## src/rtl/instr_ram_loader.sv

```systemverilog
// instr_ram_loader
//   Writer-side master for port B of the instruction RAM. Streams 32-bit
//   instruction words (valid/ready) into consecutive word addresses starting
//   at BASE_ADDR and holds the CPU in reset while the image is loading.
//
//   Optional feature macro: READBACK_VERIFY_EN
//     defined   : every written word is read back (RD) and compared (CMP);
//                 a mismatch aborts the load into ERROR.
//     undefined : back-to-back writes, error only flags word_count > MAX_WORDS.
//
// Ports
//   clk, rst_n        clock, asynchronous active-low reset
//   start, word_count begin a load of word_count words (ignored while busy)
//   s_valid, s_data   instruction word stream
//   s_ready           loader accepts s_data this cycle
//   ram_web           port-B write enable
//   ram_addrb         port-B word address (byte address [31:2])
//   ram_dinb          port-B write data
//   ram_doutb         port-B read data, one cycle after the address
//   busy, cpu_hold    load in progress / CPU held in reset (identical)
//   done, error       load completed / load aborted (levels)
//   words_written     words committed in the current load

module instr_ram_loader #(
    parameter logic [31:0] BASE_ADDR = 32'h0000_0000,
    parameter int          MAX_WORDS = 4096,
    parameter int          CNT_W     = 13
) (
    input  logic             clk,
    input  logic             rst_n,
    input  logic             start,
    input  logic [CNT_W-1:0] word_count,
    input  logic             s_valid,
    input  logic [31:0]      s_data,
    output logic             s_ready,
    output logic             ram_web,
    output logic [29:0]      ram_addrb,
    output logic [31:0]      ram_dinb,
    input  logic [31:0]      ram_doutb,
    output logic             busy,
    output logic             cpu_hold,
    output logic             done,
    output logic             error,
    output logic [CNT_W-1:0] words_written
);

    localparam logic [29:0]      BASE_WADDR = BASE_ADDR[31:2];
    localparam logic [CNT_W-1:0] MAX_CNT    = CNT_W'(MAX_WORDS);

    typedef enum logic [2:0] {
        S_IDLE,
        S_WRITE,
`ifdef READBACK_VERIFY_EN
        S_RD,
        S_CMP,
`endif
        S_DONE,
        S_ERROR
    } state_t;

    state_t           state, state_d;
    logic [CNT_W-1:0] index, index_d;
    logic [CNT_W-1:0] count, count_d;
    logic [CNT_W-1:0] index_inc;

`ifdef READBACK_VERIFY_EN
    logic [31:0] hold_data, hold_data_d;
`else
    // Read data is only consulted by the verify path.
    logic unused_doutb;
    assign unused_doutb = ^ram_doutb;
`endif

    assign index_inc = index + 1'b1;

    always_ff @(posedge clk or negedge rst_n) begin
        if (!rst_n) begin
            state <= S_IDLE;
            index <= '0;
            count <= '0;
`ifdef READBACK_VERIFY_EN
            hold_data <= '0;
`endif
        end else begin
            state <= state_d;
            index <= index_d;
            count <= count_d;
`ifdef READBACK_VERIFY_EN
            hold_data <= hold_data_d;
`endif
        end
    end

    always_comb begin
        state_d  = state;
        index_d  = index;
        count_d  = count;
`ifdef READBACK_VERIFY_EN
        hold_data_d = hold_data;
`endif
        s_ready  = 1'b0;
        ram_web  = 1'b0;
        ram_dinb = '0;
        busy     = 1'b0;
        done     = 1'b0;
        error    = 1'b0;

        case (state)
            S_IDLE, S_DONE, S_ERROR: begin
                done  = (state == S_DONE);
                error = (state == S_ERROR);
                if (start) begin
                    index_d = '0;
                    count_d = word_count;
                    if (word_count == '0)
                        state_d = S_DONE;
                    else if (word_count > MAX_CNT)
                        state_d = S_ERROR;
                    else
                        state_d = S_WRITE;
                end
            end

            S_WRITE: begin
                busy     = 1'b1;
                s_ready  = 1'b1;
                ram_dinb = s_data;
                ram_web  = s_valid;
                if (s_valid) begin
`ifdef READBACK_VERIFY_EN
                    hold_data_d = s_data;
                    state_d     = S_RD;
`else
                    index_d = index_inc;
                    if (index_inc == count)
                        state_d = S_DONE;
`endif
                end
            end

`ifdef READBACK_VERIFY_EN
            // Address stays put so the RAM registers the word just written.
            S_RD: begin
                busy    = 1'b1;
                state_d = S_CMP;
            end

            S_CMP: begin
                busy = 1'b1;
                if (ram_doutb != hold_data) begin
                    state_d = S_ERROR;
                end else begin
                    index_d = index_inc;
                    state_d = (index_inc == count) ? S_DONE : S_WRITE;
                end
            end
`endif

            default: state_d = S_IDLE;
        endcase
    end

    // Word address wraps modulo 2^30; the RAM drops out-of-window writes.
    assign ram_addrb     = BASE_WADDR + 30'(index);
    assign cpu_hold      = busy;
    assign words_written = index;

endmodule

```

## config.mk

```make
export PLATFORM = sky130hd
export DESIGN_NAME = instr_ram_loader
export DESIGN_NICKNAME = d
export VERILOG_FILES = /design/src/rtl/instr_ram_loader.sv
export SDC_FILE = /design/constraint.sdc
export NUM_CORES = 1
export LEC_CHECK = 0
export CELL_PAD_IN_SITES_DETAIL_PLACEMENT = 1
export CELL_PAD_IN_SITES_GLOBAL_PLACEMENT = 2
export CORE_AREA = 10 10 129 119
export DETAILED_ROUTE_END_ITERATION = 12
export DIE_AREA = 0 0 139 129
export GPL_TIMING_DRIVEN = 0
export MAX_ROUTING_LAYER = met4
export PLACE_DENSITY = 0.88
export REMOVE_ABC_BUFFERS = 1
export SLEW_MARGIN = 20
export SYNTH_ARGS = -nofsm -noshare
export SYNTH_HDL_FRONTEND = slang
export SYNTH_SLANG_ARGS = --single-unit
```

## constraint.sdc

```tcl
create_clock -name clk -period 2.4 [get_ports clk]
set_input_delay 0.6 -clock clk [delete_from_list [all_inputs] [get_ports clk]]
set_output_delay 0.6 -clock clk [all_outputs]
set_load 0.03 [all_outputs]
```

# Word-level counts from Yosys, hierarchy flattened
# Cells that the tools add are included.
# word_totals
reg_bits	29
latch_bits	0
ram_bits	0
mem_bits_ro	0
in_bits	81
mem_count	0
# classes
addsub	1
multipliers	0
div	0
n_lt_le_gt_ge	1
n_eq_ne	7
n_shift	0
n_mux	14
n_bitwise	0
reduce_logical	7
# ops
operator	n
two-way mux 32 bit	1
two-way mux 13 bit	2
one-hot mux 13 bit (2 select lines)	1
adder 13 x 1 -> 13 bit (second input constant)	1
== test 13 bit	1
greater-than comparator 13 bit (second input constant)	1
zero test 13 bit	1
two-way mux 3 bit	3
== test 3 x 2 -> 1 bit (second input constant)	2
!= test 2 bit (second input constant)	3
one-hot mux 3 bit (2 select lines)	1
AND reduction 3 bit	2
two-way mux 1 bit	4
two-way mux 2 bit	2
== test 3 x 1 -> 1 bit (second input constant)	1
zero test 3 bit	1
OR reduction 3 bit	1
AND reduction 2 bit	1
nonzero test 2 bit	1

# Longest topological paths before layout
# Gate-level depths: netlist of the first run.
# depth
ltp_word	5
depth_mapped	8
mapped_depth_nobuf	7

# Worst setup path before layout of the first run
# No wires, ideal clock.
# synth_timing
path_kind	register -> output
startpoint	register state[1]
endpoint	output port ram_dinb[21]
t_arrival_ns	1.502
required_ns	1.800
slack_ns	0.298
stages_incl_launch_ff	5
n_path_buf	1
path_cell_list	dfrtp_1 > nand2b_1 > inv_2 > clkbuf_1 > and2_1
# synth_between
elab_chain_len	2
# synth_lines
item	line	source
start, declared	61	state_t state, state_d;
start signal, assigned	85	state <= state_d;
== test 3 x 1 -> 1 bit	108	case (state)
two-way mux 32 bit	108	
end, declared	38	output logic [31:0] ram_dinb,
# No other way between the ends.

# Final worst setup path of the first run
# layout_timing
startpoint	register state[1]
endpoint	output port ram_dinb[5]
# The elaborated chain is that of the path after synthesis.

==> reports/metrics.cfg, run 1 <==
[outcome]
result_of_the_run = complete, no violations

[power]
power_density_relative_to_cell_area_nw_per_um2 = 796.8
power_leakage_nw = 1.338
peak_vdd_ir_mv = 0.2965

[logic_synthesis]
ys_async_sr_fraction_pct = 100.0
syn_inst = 231
ys_seq_elements = 28
synth.yosys.warnings = 0
complex_gate_fraction_of_the_synthesized_area_pct = 12.45
postSynthAreaPerCell_um2 = 9.094
synth-edff-count = 0
synthFlopType = dfrtp_1
synth_area_leader_cell = dfrtp_1
synth-seq-area-share_pct = 33.35
share_of_synthesized_area_spent_on_multiplexers_pct = 7.683
synth_top_cell_area_share_pct = 33.35
syn_area_um2 = 2101
synthDistinctLibCells = 45
synth_fa_ha_area_share_pct = 0.5956
synth-xor-area-share_pct = 8.696
synth_top_family_by_area = simple AND/OR/NAND/NOR gates
post_synth_and_or_nand_nor_area_fraction_pct = 22.51
post_synth_main_area_contributors = dfrtp_1 33%, buf_4 11%, and2_1 10%

[setup_path]
crit_path_max_fanout = 18
critPathKind = register to output port
end_kind = output port
timing.critical_path.from_type = register
cp_slowest_stage_delay_ns = 0.42
crit_slowest_cell = dfrtp_1
crit_path_cell_chain = nand2b_4 > clkinv_2 > and2_1 > dlygate4sd2_1
worst-endpoint-required_ns = 1.80
critical_path_arrival_ns = 1.70

[drt]
detail_route.iter0.violations = 119
routed_wirelength_mm = 8.184
postRouteAntennaNets = 0
detailedRoute.firstPassIterationCount = 4
detail_route.wl_per_cell_um = 16.87
drc_errors = 0
post_drt_via_cell_ratio = 4.049
detailroute.via_count = 1964

[grt]
grt_pass1_wl_mm = 12.47
grt_usage_pct = 8.633
pin_count_of_the_biggest_net_entering_global_routing = 38
grt_overflow_total = 0
via_count_of_the_first_global_routing_pass = 2138
grt_antenna_before_repair = 0

[floorplan]
top_level_ports = 162
floorplan.initialDensity_pct = 16.69
fp.coreArea_um2 = 12590
design.die.area_um2 = 17930
fp.dieW_um = 139
die-height_um = 129
rows = 39

[final_layout]
most_common_cell_after_layout_fill_and_taps_aside = clkdlybuf4s50_1
layout_common_cells = 75 x clkdlybuf4s50_1, 35 x and2_1, 35 x dlygate4sd2_1, 28 x dfrtp_1, 17 x conb_1
flow.area_growth_from_synthesis_pct = 56.52
antenna_cells_inserted = 0
final_net_count = 404
share_of_final_layout_standard_cells_stronger_than_drive_strength_1_pct = 7.165
final_area_um2 = 3288

[clock_network]
path_clk_slew_ns = 0.07
worstSkewPairLatency_ns = 0.26
post_cts_buffers = 0
cts.sink_count = 28
cts_inserted_buffers = 3
clock-root-buffer = clkbuf_16
clock_tree.htree_level_count = 1
cts_max_path_buffers = 2
tritoncts_clock_tree = yes

[sta]
worst_clock_skew_ns = 0.003147
whs_ns = 0.3543
final_hold_vios = 0
slew_viol_final = 0
worst_slew_pin_slew_ns = 0.6444
worst_slew_margin_relative_to_its_limit_pct = 57.04
setup-violations-final = 0
fmax_mhz = 434.8
fin_crit_sh_pct = 95.84
period_needed_ns = 2.300

[place]
buffer_ports.inserted = 112
place_hpwl_mm = 6.727
place_congestion = 0.7830
placement.cell_area_um2 = 3192

[min_path]
worstHoldPathType = primary input to asynchronous set/reset pin

[job]
timing.max_cap.violations = 0

## worst max-delay path: cells and delay by family (launching register included)
family                 cells  cell delay, ns
DFF                        1            0.42
and+or+nand+nor            2            0.45
buffers and inverters      2            0.56
## metrics by stage
stage	utilization (%)	worst slack, ns	setup TNS [ns]	power, W	std cells
2_1_floorplan	-	0.09357	0	0.001594	204
3_3_place_gp	25.39	-0.4766	-6.137	0.002130	480
3_5_place_dp	25.35	-0.5167	-8.169	0.002180	480
4_1_cts	25.93	-0.1025	-0.3289	0.002630	484
5_1_grt	26.12	-0.01059	-0.01059	0.002787	485
6_report	26.12	0.09985	0	0.002620	485
## where the power goes
part | internal, W | switching (W)
clock network | 0.000332 | 0.000168
registers | 0.000613 | 0.000184
logic | 0.000568 | 0.000754
total | 0.00151 | 0.00111
## area by class of cell
| cell class | count | area, µm² |
|---|---|---|
| inverter | 4 | 25.02 |
| clock buffer | 3 | 75.07 |
| tap | 164 | 205.2 |
| multi-input combinational | 172 | 1180 |
| fill | 1491 | 9301 |
| clock inverter | 1 | 30.03 |
| sequential | 28 | 700.7 |
| timing repair buffer | 112 | 1067 |
| timing repair inverter | 1 | 5.005 |
## final timing paths
kind | startpoint | end | slack (ns) | cells after the start
worst max register to register | words_written[0] | state[0] | 0.32 | 6
worst min register to register | count[8] | count[8] | 0.51 | 1
worst max-delay path | state[1] | ram_dinb[5] | 0.1 | 4
min in group clk | count[8] | count[8] | 0.51 | 1
max in group asynchronous | rst_n | count[2] | 1.63 | 1
worst min-delay path | rst_n | words_written[9] | 0.35 | 1
## Yosys cell counts, types with 5 or more instances
| master | n |
|---|---|
| and2_1 | 35 |
| buf_4 | 32 |
| dfrtp_1 | 28 |
| o21ai_1 | 15 |
| mux2_1 | 13 |
| xnor2_1 | 13 |
| nand2_1 | 11 |
| nor2_1 | 8 |
| buf_2 | 7 |
| o31ai_1 | 6 |
| xor2_1 | 6 |
| nand3_1 | 5 |
| o21ai_0 | 5 |
## per-layer routing
metal  part of all wire [%]  up-vias  track usage, %  wire length (µm)
met5                      0        -               -                 0
met4                   0.87        0           1.839                71
met3                    3.2        7          0.9562               260
met2                     55       64           15.65              4476
met1                     41      975           10.09              3376
li1                       -      918               -                 -
## flip-flops by register name (all words and copies together) (netlist names)
register / cells
state: 2
count: 13
words_written: 13
## logic make-up after synthesis
kind of cell             count (synthesis)
buffers and inverters                   47
flip-flops                              28
XOR/XNOR                                20
AO/OA/AOI/OAI                           41
adder cells (fa/ha/maj)                  1
multiplexers                            14
other                                    1
AND/OR/NAND/NOR                         79
## what timing repair did
action,in CTS,in global routing
gates resized for setup,41,10
endpoints found under the setup margin,51,48
hold buffers,0,0
gates cloned,0,1
No activity file was read; power rests on OpenSTA's default activity.
==> run 2, diff against run 1 <==
ABC_AREA = 1   (was unset)
CORE_AREA = 10 10 131 121   (was 10 10 129 119)
CTS_CLUSTER_SIZE = 8   (was unset)
DIE_AREA = 0 0 141 131   (was 0 0 139 129)
PLACE_DENSITY = 0.94   (was 0.88)
clock period = 2.78 ns   (was 2.4 ns; I/O delays follow)
==> reports/metrics.cfg, run 2 <==
[logic_synthesis]
ys_async_sr_fraction_pct = 100.0
ys_seq_elements = 28
syn_area_um2 = 2190
synth_top_family_by_area = simple AND/OR/NAND/NOR gates
library_cell_with_the_highest_instance_count_after_synthesis = nand2_1
synth-edff-count = 0
synth_area_leader_cell = dfrtp_1
share_of_synthesized_area_spent_on_multiplexers_pct = 0
synth.yosys.warnings = 0
synth-xor-area-share_pct = 0.8000
post_synth_main_area_contributors = dfrtp_1 32%, nand2_1 12%, buf_4 11%
post_synth_most_frequent_cells = 68 x nand2_1, 63 x inv_1, 47 x nor2_1
complex_gate_fraction_of_the_synthesized_area_pct = 6.971
synth-seq-area-share_pct = 32.00
synthFlopType = dfrtp_1
synthDistinctLibCells = 30
postSynthAreaPerCell_um2 = 6.595
post_synth_and_or_nand_nor_area_fraction_pct = 35.94
syn_inst = 332
synth_fa_ha_area_share_pct = 0.5714
synth_top_cell_area_share_pct = 32.00

[drt]
detailedRoute.firstPassIterationCount = 4
drc_errors = 0
post_drt_via_cell_ratio = 3.904
detailroute.via_count = 2315
postRouteAntennaNets = 0
detail_route.wl_per_cell_um = 13.61
routed_wirelength_mm = 8.069
detail_route.iter0.violations = 47

[sta]
final_hold_vios = 0
worst_slew_margin_relative_to_its_limit_pct = 56.89
worst_clock_skew_ns = 0.002711
worst_slew_pin_slew_ns = 0.6466
finalSetupTns_ns = 0
fin_crit_sh_pct = 97.75
fmax_mhz = 368.0
setup-violations-final = 0
whs_ns = 0.4490
period_needed_ns = 2.717
slew_viol_final = 0
setup_ws_ns = 0.06255
grt_setup_unrepaired = no

[floorplan]
rows = 40
top_level_ports = 162
fp.dieW_um = 141
design.die.area_um2 = 18470
floorplan.initialDensity_pct = 16.70
fp.coreArea_um2 = 13110
die-height_um = 131

[grt]
grt_overflow_total = 0
via_count_of_the_first_global_routing_pass = 2636
pin_count_of_the_biggest_net_entering_global_routing = 41
grt_usage_pct = 8.784
grt_pass1_wl_mm = 12.94
grt_antenna_before_repair = 0

[clock_network]
post_cts_buffers = 0
holdBufCountCts = 0
tritoncts_clock_tree = yes
cts.sink_count = 28
cts_inserted_buffers = 3
clock-root-buffer = clkbuf_16
clock_tree.htree_level_count = 1
path_clk_slew_ns = 0.07
worstSkewPairLatency_ns = 0.26
cts_max_path_buffers = 2

[setup_path]
critical-path-top-delay-family = buffers and inverters
worst_path_most_repeated_cell = clkdlybuf4s50_1
end_kind = output port
critical_path_arrival_ns = 2.02
worstPathBufferInverterCount = 3
cp_slowest_stage_delay_ns = 0.70
crit_path_cell_chain = clkdlybuf4s50_1 > inv_1 > nor2_1 > clkdlybuf4s50_1
worst-endpoint-required_ns = 2.09
timing.critical_path.from_type = primary input
crit_slowest_cell = clkdlybuf4s50_1
crit_path_max_fanout = 1
critPathKind = primary input to output port

[power]
power.switching_w = 0.001194
power_density_relative_to_cell_area_nw_per_um2 = 729.6
fraction_of_power_consumed_by_combinational_cells_pct = 60.7
seq_power_share_pct = 24.8
power.internal_w = 0.001297
peak_vdd_ir_mv = 0.3500
clock_network_power_share_pct = 14.6
power_leakage_nw = 1.692
power.switching_fraction_pct = 47.94

[final_layout]
antenna_cells_inserted = 0
flow.area_growth_from_synthesis_pct = 55.89
most_common_cell_after_layout_fill_and_taps_aside = clkdlybuf4s50_1
nFillCells = 1625
share_of_final_layout_standard_cells_stronger_than_drive_strength_1_pct = 6.353
final_net_count = 508
layoutNonFillerInstCount = 593
layout_common_cells = 105 x clkdlybuf4s50_1, 68 x nand2_1, 63 x inv_1, 47 x nor2_1, 28 x dfrtp_1
finalCoreUtilization_pct = 26.03

[place]
place_hpwl_mm = 6.995
dpl_worst_slack_ns = -0.1134
placed_cells_incl_taps = 589
place_congestion = 0.8205
buffer_ports.inserted = 112

[min_path]
worstHoldPathType = primary input to asynchronous set/reset pin

[outcome]
result_of_the_run = complete, no violations

[job]
timing.max_cap.violations = 0

==> run 2: changes by cell type after synthesis, moves of 7 or more <==
cell,change
and2_1,-35
inv_1,+61
mux2_1,-13
nand2_1,+57
nand2_2,+7
nand3_1,+20
nor2_1,+39
o21ai_1,-14
o22ai_1,+8
xnor2_1,-12
==> run 2: layout make-up <==
type / count / area [µm²] / area share (%)
multi-input cells: 215 / 1039 / 30.43
well taps: 168 / 210.2 / 6.158
inverters: 66 / 247.7 / 7.258
clock buffers: 4 / 88.84 / 2.603
repair buffers: 112 / 1127 / 33.03
flip-flops and latches: 28 / 700.7 / 20.53
==> run 2: worst reg2reg max path: stages, from the launching register on <==
cell,delay (ns)
dfrtp_1,0.40
inv_1,0.11
nand2_4,0.24
nor2_4,0.34
clkinv_1,0.35
nand2_1,0.46
o22ai_1,0.15
==> run 2: layer usage <==
metal	share of wire, %	track usage, %
met1	43	9.646
met2	46	14.74
met3	10	3.644
met4	0.76	1.820
met5	0	-
==> run 2: logic make-up after synthesis <==
| kind of cell | Yosys count |
|---|---|
| XOR/XNOR | 2 |
| buffers and inverters | 105 |
| other | 1 |
| flip-flops | 28 |
| AO/OA/AOI/OAI | 27 |
| AND/OR/NAND/NOR | 168 |
| adder cells (fa/ha/maj) | 1 |
==> run 2: worst paths after layout <==
check / from / end / slack [ns] / cells after the start
setup / recovery: s_data[8] / ram_dinb[8] / 0.06 / 4
setup reg to reg: state[1] / words_written[5] / 0.60 / 6
hold / removal: rst_n / words_written[1] / 0.45 / 1
min in group clk: count[11] / count[11] / 0.50 / 2
hold reg to reg: count[11] / count[11] / 0.50 / 2
max in group asynchronous: rst_n / words_written[10] / 1.91 / 1
==> run 2: power groups by stage <==
stage	sequential, W	clock (W)	combinational, W
3_3_place_gp	0.000615	0	0.00152
2_1_floorplan	0.000651	0	0.000862
5_1_grt	0.000639	0.000395	0.00166
3_5_place_dp	0.000622	0	0.00154
4_1_cts	0.000617	0.000371	0.00155
6_report	0.000616	0.000362	0.00151
==> run 2: timing repair <==
action                     4_1_cts  5_1_grt
setup endpoints to repair       36        5
gates cloned                     0        0
resized for setup                2        5
==> run 2: through the flow <==
stage,instance area [µm²],total power [W]
6_report,3413,0.002490
5_1_grt,3413,0.002691
4_1_cts,3401,0.002536
3_5_place_dp,3308,0.002164
3_3_place_gp,3313,0.002137
2_1_floorplan,1982,0.001513
